### config.mk
export PLATFORM = sky130hd
export DESIGN_NAME = fns_cac_encoder_pipe
export DESIGN_NICKNAME = d
export VERILOG_FILES = /design/src/rtl/fns_pkg.sv /design/src/rtl/fns_enc_stage.sv /design/src/rtl/fns_cac_encoder_pipe.sv
export SDC_FILE = /design/constraint.sdc
export NUM_CORES = 1
export LEC_CHECK = 0
export CAP_MARGIN = 20
export CELL_PAD_IN_SITES_DETAIL_PLACEMENT = 0
export CELL_PAD_IN_SITES_GLOBAL_PLACEMENT = 1
export CORE_MARGIN = 5
export CORE_UTILIZATION = 47
export DETAILED_ROUTE_END_ITERATION = 12
export PLACE_DENSITY_LB_ADDON = 0.1
export SLEW_MARGIN = 20
export SYNTH_ARGS = -nofsm -noshare
export SYNTH_HDL_FRONTEND = slang
export SYNTH_SLANG_ARGS = --single-unit
### constraint.sdc
create_clock -name clock -period 10.59 [get_ports clock]
set_input_delay 1.059 -clock clock [delete_from_list [all_inputs] [get_ports clock]]
set_output_delay 1.059 -clock clock [all_outputs]
set_load 0.01 [all_outputs]
### src/rtl/fns_pkg.sv
// rtl/fns_pkg.sv - Fibonacci constants and width helpers for the FNS encoder
package fns_pkg;

  // F(0)=0, F(1)=F(2)=1; evaluated at elaboration for thresholds and widths
  function automatic logic [63:0] fib(input int k);
    logic [63:0] a;
    logic [63:0] b;
    logic [63:0] t;
    a = 64'd0;
    b = 64'd1;
    for (int i = 0; i < k; i++) begin
      t = a + b;
      a = b;
      b = t;
    end
    return a;
  endfunction

  // smallest n with 2^n >= v
  function automatic int clog2(input logic [63:0] v);
    int r;
    r = 0;
    for (int i = 0; i < 64; i++) begin
      if ((64'd1 << i) < v) r = i + 1;
    end
    return r;
  endfunction

  // remainder entering bit k is < F(k+3)
  function automatic int fns_rem_w(input int k);
    return clog2(fib(k + 3));
  endfunction

  // number of representable values for a w-bit codeword
  function automatic logic [63:0] fns_cap(input int w);
    return fib(w + 2);
  endfunction

endpackage

### src/rtl/fns_enc_stage.sv
// rtl/fns_enc_stage.sv - one pipeline stage resolving NBITS code bits from TOP downward
module fns_enc_stage
  import fns_pkg::*;
#(
  parameter int CODE_W = 29,
  parameter int TOP    = 28,
  parameter int NBITS  = 4,
  parameter int RIN_W  = fns_rem_w(TOP),
  parameter int ROUT_W = (TOP - NBITS + 1 > 0) ? fns_rem_w(TOP - NBITS) : 1
) (
  input  logic              clock,
  input  logic              reset,
  input  logic              en,
  input  logic              valid_i,
  input  logic              err_i,
  input  logic              carry_i,
  input  logic [RIN_W-1:0]  rem_i,
  input  logic [CODE_W-1:0] code_i,
  output logic              valid_o,
  output logic              err_o,
  output logic              carry_o,
  output logic [ROUT_W-1:0] rem_o,
  output logic [CODE_W-1:0] code_o
);

  // bits[NBITS-1] is code bit TOP, bits[0] is code bit TOP-NBITS+1
  logic [NBITS-1:0] bits;
  logic [RIN_W-1:0] r_fin;

  // threshold/copy chain; at bit 0 both thresholds are 1 so the bit equals the remainder
  for (genvar i = 0; i < NBITS; i++) begin : g_bit
    localparam logic [RIN_W-1:0] LO_T = RIN_W'(fib(TOP - i + 1));
    localparam logic [RIN_W-1:0] HI_T = RIN_W'(fib(TOP - i + 2));
    logic [RIN_W-1:0] r_in;
    logic [RIN_W-1:0] r_out;
    logic             b_prev;
    logic             b;
    if (i == 0) begin : g_first
      assign r_in   = rem_i;
      assign b_prev = carry_i;
    end else begin : g_next
      assign r_in   = g_bit[i-1].r_out;
      assign b_prev = g_bit[i-1].b;
    end
    assign b     = (r_in < LO_T) ? 1'b0 : ((r_in >= HI_T) ? 1'b1 : b_prev);
    assign r_out = b ? (r_in - LO_T) : r_in;
    assign bits[NBITS-1-i] = b;
  end

  assign r_fin = g_bit[NBITS-1].r_out;

  logic              valid_d, valid_q;
  logic              err_d, err_q;
  logic              carry_d, carry_q;
  logic [ROUT_W-1:0] rem_d, rem_q;
  logic [CODE_W-1:0] code_d, code_q;

  // load from predecessor when the pipeline advances, otherwise hold
  always_comb begin
    valid_d = valid_q;
    err_d   = err_q;
    carry_d = carry_q;
    rem_d   = rem_q;
    code_d  = code_q;
    if (en) begin
      valid_d = valid_i;
      err_d   = err_i;
      carry_d = bits[0];
      rem_d   = r_fin[ROUT_W-1:0];
      code_d  = code_i;
      code_d[TOP -: NBITS] = bits;
    end
  end

  // stage registers
  always_ff @(posedge clock) begin
    if (reset) begin
      valid_q <= 1'b0;
      err_q   <= 1'b0;
      carry_q <= 1'b0;
      rem_q   <= '0;
      code_q  <= '0;
    end else begin
      valid_q <= valid_d;
      err_q   <= err_d;
      carry_q <= carry_d;
      rem_q   <= rem_d;
      code_q  <= code_d;
    end
  end

  assign valid_o = valid_q;
  assign err_o   = err_q;
  assign carry_o = carry_q;
  assign rem_o   = rem_q;
  assign code_o  = code_q;

endmodule

### src/rtl/fns_cac_encoder_pipe.sv
// rtl/fns_cac_encoder_pipe.sv - pipelined FNS crosstalk-avoidance encoder with valid/ready
module fns_cac_encoder_pipe
  import fns_pkg::*;
#(
  parameter int CODE_W     = 29,
  parameter int STAGE_BITS = 4,
  parameter int DATA_W     = 21
) (
  input  logic              clock,
  input  logic              reset,
  input  logic              in_valid,
  output logic              in_ready,
  input  logic [DATA_W-1:0] in_data,
  input  logic              in_seed,
  output logic              out_valid,
  input  logic              out_ready,
  output logic [CODE_W-1:0] out_code,
  output logic              out_err
);

  localparam int          NSTAGE = (CODE_W + STAGE_BITS - 1) / STAGE_BITS;
  localparam logic [63:0] CAP    = fns_cap(CODE_W);
  localparam int          RIN0_W = fns_rem_w(CODE_W - 1);

  logic              en;
  logic              in_err;
  logic              seed0;
  logic [RIN0_W-1:0] rem0;

  // global stall and range check; an out-of-range word enters as all zeros
  always_comb begin
    en     = !out_valid || out_ready;
    in_err = 64'(in_data) >= CAP;
    rem0   = in_err ? '0 : in_data[RIN0_W-1:0];
    seed0  = in_seed && !in_err;
  end

  assign in_ready = en;

  for (genvar s = 0; s < NSTAGE; s++) begin : g_stage
    localparam int TOP    = CODE_W - 1 - s * STAGE_BITS;
    localparam int NB     = (TOP + 1 < STAGE_BITS) ? TOP + 1 : STAGE_BITS;
    localparam int LO     = TOP - NB + 1;
    localparam int RIN_W  = fns_rem_w(TOP);
    localparam int ROUT_W = (LO > 0) ? fns_rem_w(LO - 1) : 1;

    logic              v_i, e_i, c_i;
    logic              v_o, e_o, c_o;
    logic [RIN_W-1:0]  r_i;
    logic [ROUT_W-1:0] r_o;
    logic [CODE_W-1:0] code_i;
    logic [CODE_W-1:0] code_o;

    if (s == 0) begin : g_head
      assign v_i    = in_valid;
      assign e_i    = in_err;
      assign c_i    = seed0;
      assign r_i    = rem0;
      assign code_i = '0;
    end else begin : g_link
      assign v_i    = g_stage[s-1].v_o;
      assign e_i    = g_stage[s-1].e_o;
      assign c_i    = g_stage[s-1].c_o;
      assign r_i    = g_stage[s-1].r_o;
      assign code_i = g_stage[s-1].code_o;
    end

    fns_enc_stage #(
      .CODE_W (CODE_W),
      .TOP    (TOP),
      .NBITS  (NB),
      .RIN_W  (RIN_W),
      .ROUT_W (ROUT_W)
    ) u_stage (
      .clock   (clock),
      .reset   (reset),
      .en      (en),
      .valid_i (v_i),
      .err_i   (e_i),
      .carry_i (c_i),
      .rem_i   (r_i),
      .code_i  (code_i),
      .valid_o (v_o),
      .err_o   (e_o),
      .carry_o (c_o),
      .rem_o   (r_o),
      .code_o  (code_o)
    );
  end

  assign out_valid = g_stage[NSTAGE-1].v_o;
  assign out_err   = g_stage[NSTAGE-1].e_o;
  assign out_code  = g_stage[NSTAGE-1].code_o;

endmodule

==> impl_metrics.tcl <==
set metrics [dict create \
    clkLatencyLatePin_ps 550 \
    antenna_found_initial 0 \
    cts_tree "done" \
    antenna-diode-count 0 \
    grt_first_pass_wirelength_um 100000 \
    vias_per_cell 6.00 \
    finalCoreUtilization_pct 52.0 \
    cpPeakStageDelay_ps 550 \
    drt_wl_total_um 60700 \
    wl_met3_um 2230 \
    global_placer_s_final_weighted_congestion 0.918 \
    asyncSetResetFlopFracSynth_pct 0 \
    synthesis.area_per_instance_um2 7.00 \
    post-cts-setup-buffer-count 0 \
    maxClockFrequency_ghz 0.102 \
    critPathSlowestCell "clkdlybuf4s50_1" \
    finalClockSkew_ps 18.9 \
    cts.hold.buffers_added 0 \
    detail_route.wl_per_cell_um 17.3 \
    mapped_cells 2945 \
    placement.cell_area_um2 21600 \
    yosys_register_bits 225 \
    timing.critical_path.required_ps 11020 \
    fp.dieArea_um2 48100 \
    cpMostUsedCell "ha_1" \
    dp_worst_slack_ps 250 \
    mappedNetlistArea_um2 20600 \
    area.growth.synth_to_final_pct 9.19 \
    status "finished, final reports clean" \
    critPathLaunch "in_data[19]" \
    dr.pass1.iters 6 \
    fin_crit_ps 9790 \
    dr.max_layer_used "met4" \
    wirelength_met1_um 29200 \
    htreeDepth 1 \
    drc_errors 0 \
    dpl.hpwl_um 45200 \
    reg2reg_depth 31 \
    timing.final.ws_setup_ps 796 \
    maxSlewHeadroom_pct 21.4 \
    port_buffers 57 \
    globalRouteTotalUtil_pct 24.4 \
    number_of_buffers_added_by_the_clock_tree_synthesis_step 26 \
    start_util_pct 47.6 \
    cts.path.max_buffers 3 \
    postSynthNetCount 3023 \
    tritoncts_num_sinks 225 \
    unrepaired_setup_endpoints_after_global_routing "no" \
    clkTransAtPathRegs_ps 60 \
    timing.final.setup_violations 0 \
    worst_r2r_startpoint "g_stage[1].u_stage.rem_o[1]" \
    grt_pass1_vias 19300 \
    hp-class "reg2reg" \
    timing.critical_path.fanout_max 10 \
    critPathCapture "g_stage[0].u_stage.rem_o[3]" \
    met2WireLength_um 28000 \
    critical_path.startpoint_type "input pin" \
    synth_sequential_area_ratio_pct 21.9 \
    drv.max_cap_violation_count 0 \
    core_um2 43300 \
    ant_nets 0 \
    critical_path.endpoint_type "flop" \
    drt-initial-drc-count 1449 \
    synth-edff-count 0 \
    grt.overflow.total 0 \
    timing_worst_setup_path_type "in2reg" \
    dr_total_vias 21000 \
    commonest_register_cell_after_synthesis "dfxtp_1" \
    setup_tns_ps 0 \
    die_x_um 219 \
    synth_cell_type_count 112 \
    worst-endpoint-arrival_ps 10220 \
    drv_slew 0 \
    drive_above_1_share_pct 6.47 \
    r2r_end "g_stage[2].u_stage.rem_o[7]" \
    finalNetCount 2980 \
    ctsRootBufferMaster "clkbuf_16" \
    grt_max_degree 89 \
    floorplan.die.height_um 219 \
    top_level_i_o_count 58 \
    share_of_the_cycle_needed_by_the_critical_path_after_routing_pct 92.5 \
    max_slew.worst_pin.slew_ps 1180 \
    timing_hold_violations_final 0 \
    std_cell_rows 76 \
    ff2ff_setup_slack_ps 1840 \
    post-route-cell-area_um2 22500 \
    ys_warn_count 0 \
]
metrics by stage:
stage               hold slack [ps]  std cells
floorplan                       432       2945
global placement                437       3459
detailed placement              444       3459
CTS                             451       3507
global route                    463       3507
finish                          448       3507
synthesized netlist by cell type (all sizes together), types with 10 or more instances:
cell type  instances  area (um2)
nand2b            31         194
nor2b             22         138
and2              27         169
o31ai             27         235
or4               16         124
nand2            524        1970
o21bai            12        90.1
o21ai            115         594
nor3              86         452
mux2i             38         384
o21a              30         225
a21o              29         219
nor3b             11        82.6
or3               32         205
buf               44         226
a21boi            15         113
mux2              18         203
nand4             32         200
a211o             15         131
or2               15        93.8
inv               85         319
xor2              63         552
clkbuf           131         492
a32oi             10        87.6
a31o              12         105
nor4              25         175
ha                52         651
o311ai            11         104
o211ai            39         298
a211oi            84         651
and3              31         194
nor2             257         965
a31oi             37         231
o31a              14         124
nand3             73         365
a311oi            15         138
dfxtp            225        4500
o22ai             16         100
a21oi            295        1500
o32ai             11         104
xnor2            176        1540
a221oi            10        93.8
area by class of cell:
class                   instances  area, um2
clock inverters                13        185
clock buffers                  35        744
inverters                      86        330
well taps                     585        732
repair buffers                104        927
multi-input cells            2459      15100
flip-flops and latches        225       4500
fillers                      4315      20800
layer usage:
layer / track usage, % / up-vias
met1: 34.6 / 9942
met3: 2.15 / 84
met5: 0 / -
li1: - / 10500
met4: 4.98 / 0
met2: 40.7 / 465
kinds of logic after synthesis:
logic type	synth area share, %
flip-flops	21.9
XOR/XNOR	10.2
multiplexers	2.85
adder cells (fa/ha/maj)	3.16
buffers and inverters	5.05
AO/OA/AOI/OAI	29.3
AND/OR/NAND/NOR	27.6
worst min-delay path by stage:
stage                                             start                            end  slack [ps]  depth (start not counted)
after floorplan              g_stage[0].u_stage.valid_o     g_stage[0].u_stage.valid_o         430                          2
after global placement    g_stage[7].u_stage.code_o[24]  g_stage[7].u_stage.code_o[24]         440                          2
after detailed placement   g_stage[7].u_stage.code_o[1]   g_stage[7].u_stage.code_o[1]         440                          2
after CTS                 g_stage[7].u_stage.code_o[14]  g_stage[7].u_stage.code_o[14]         450                          2
after global routing      g_stage[2].u_stage.code_o[25]  g_stage[2].u_stage.code_o[25]         460                          2
final                     g_stage[7].u_stage.code_o[27]  g_stage[7].u_stage.code_o[27]         450                          2
cells in the final DEF, fill, tap and decap left out, drive strengths merged, types with 16 or more instances in the layout:
| master | synthesis | routed |
|---|---|---|
| o31ai | 27 | 27 |
| a21oi | 295 | 295 |
| or3 | 32 | 32 |
| nand2b | 31 | 31 |
| a21o | 29 | 29 |
| clkbuf | 131 | 36 |
| and2 | 27 | 27 |
| o22ai | 16 | 16 |
| nand4 | 32 | 32 |
| nor4 | 25 | 25 |
| mux2i | 38 | 38 |
| ha | 52 | 52 |
| xnor2 | 176 | 176 |
| nor3 | 86 | 86 |
| buf | 44 | 47 |
| nand3 | 73 | 73 |
| clkdlybuf4s50 | 0 | 56 |
| or4 | 16 | 16 |
| a31oi | 37 | 37 |
| dfxtp | 225 | 225 |
| nor2 | 257 | 257 |
| o211ai | 39 | 39 |
| o21ai | 115 | 115 |
| inv | 85 | 86 |
| nand2 | 524 | 524 |
| mux2 | 18 | 18 |
| xor2 | 63 | 63 |
| and3 | 31 | 31 |
| a211oi | 84 | 84 |
| o21a | 30 | 30 |
| nor2b | 22 | 22 |
registers in the layout (all words and copies together), names as in the netlist:
register,count
g_stage.u_stage.valid_o,8
g_stage.u_stage.rem_o,68
g_stage.u_stage.code_o,141
g_stage.u_stage.err_o,8
worst max-delay path: cells and delay by family:
| family | cells | cell delay (ps) |
|---|---|---|
| compound gates | 19 | 5440 |
| simple gates | 7 | 1450 |
| buf+inv | 4 | 950 |
| fa+ha+maj | 3 | 650 |
| mux | 2 | 490 |
| xor+xnor | 1 | 180 |
what timing repair did:
item | in CTS | in global routing
endpoints found under the setup margin | 0 | 3
hold endpoints to repair | 0 | 0
resized for setup | 0 | 1
Power is left out: the tool's default activity adds up to more than one toggle a clock period on the data nets, which glitch-free logic cannot reach.
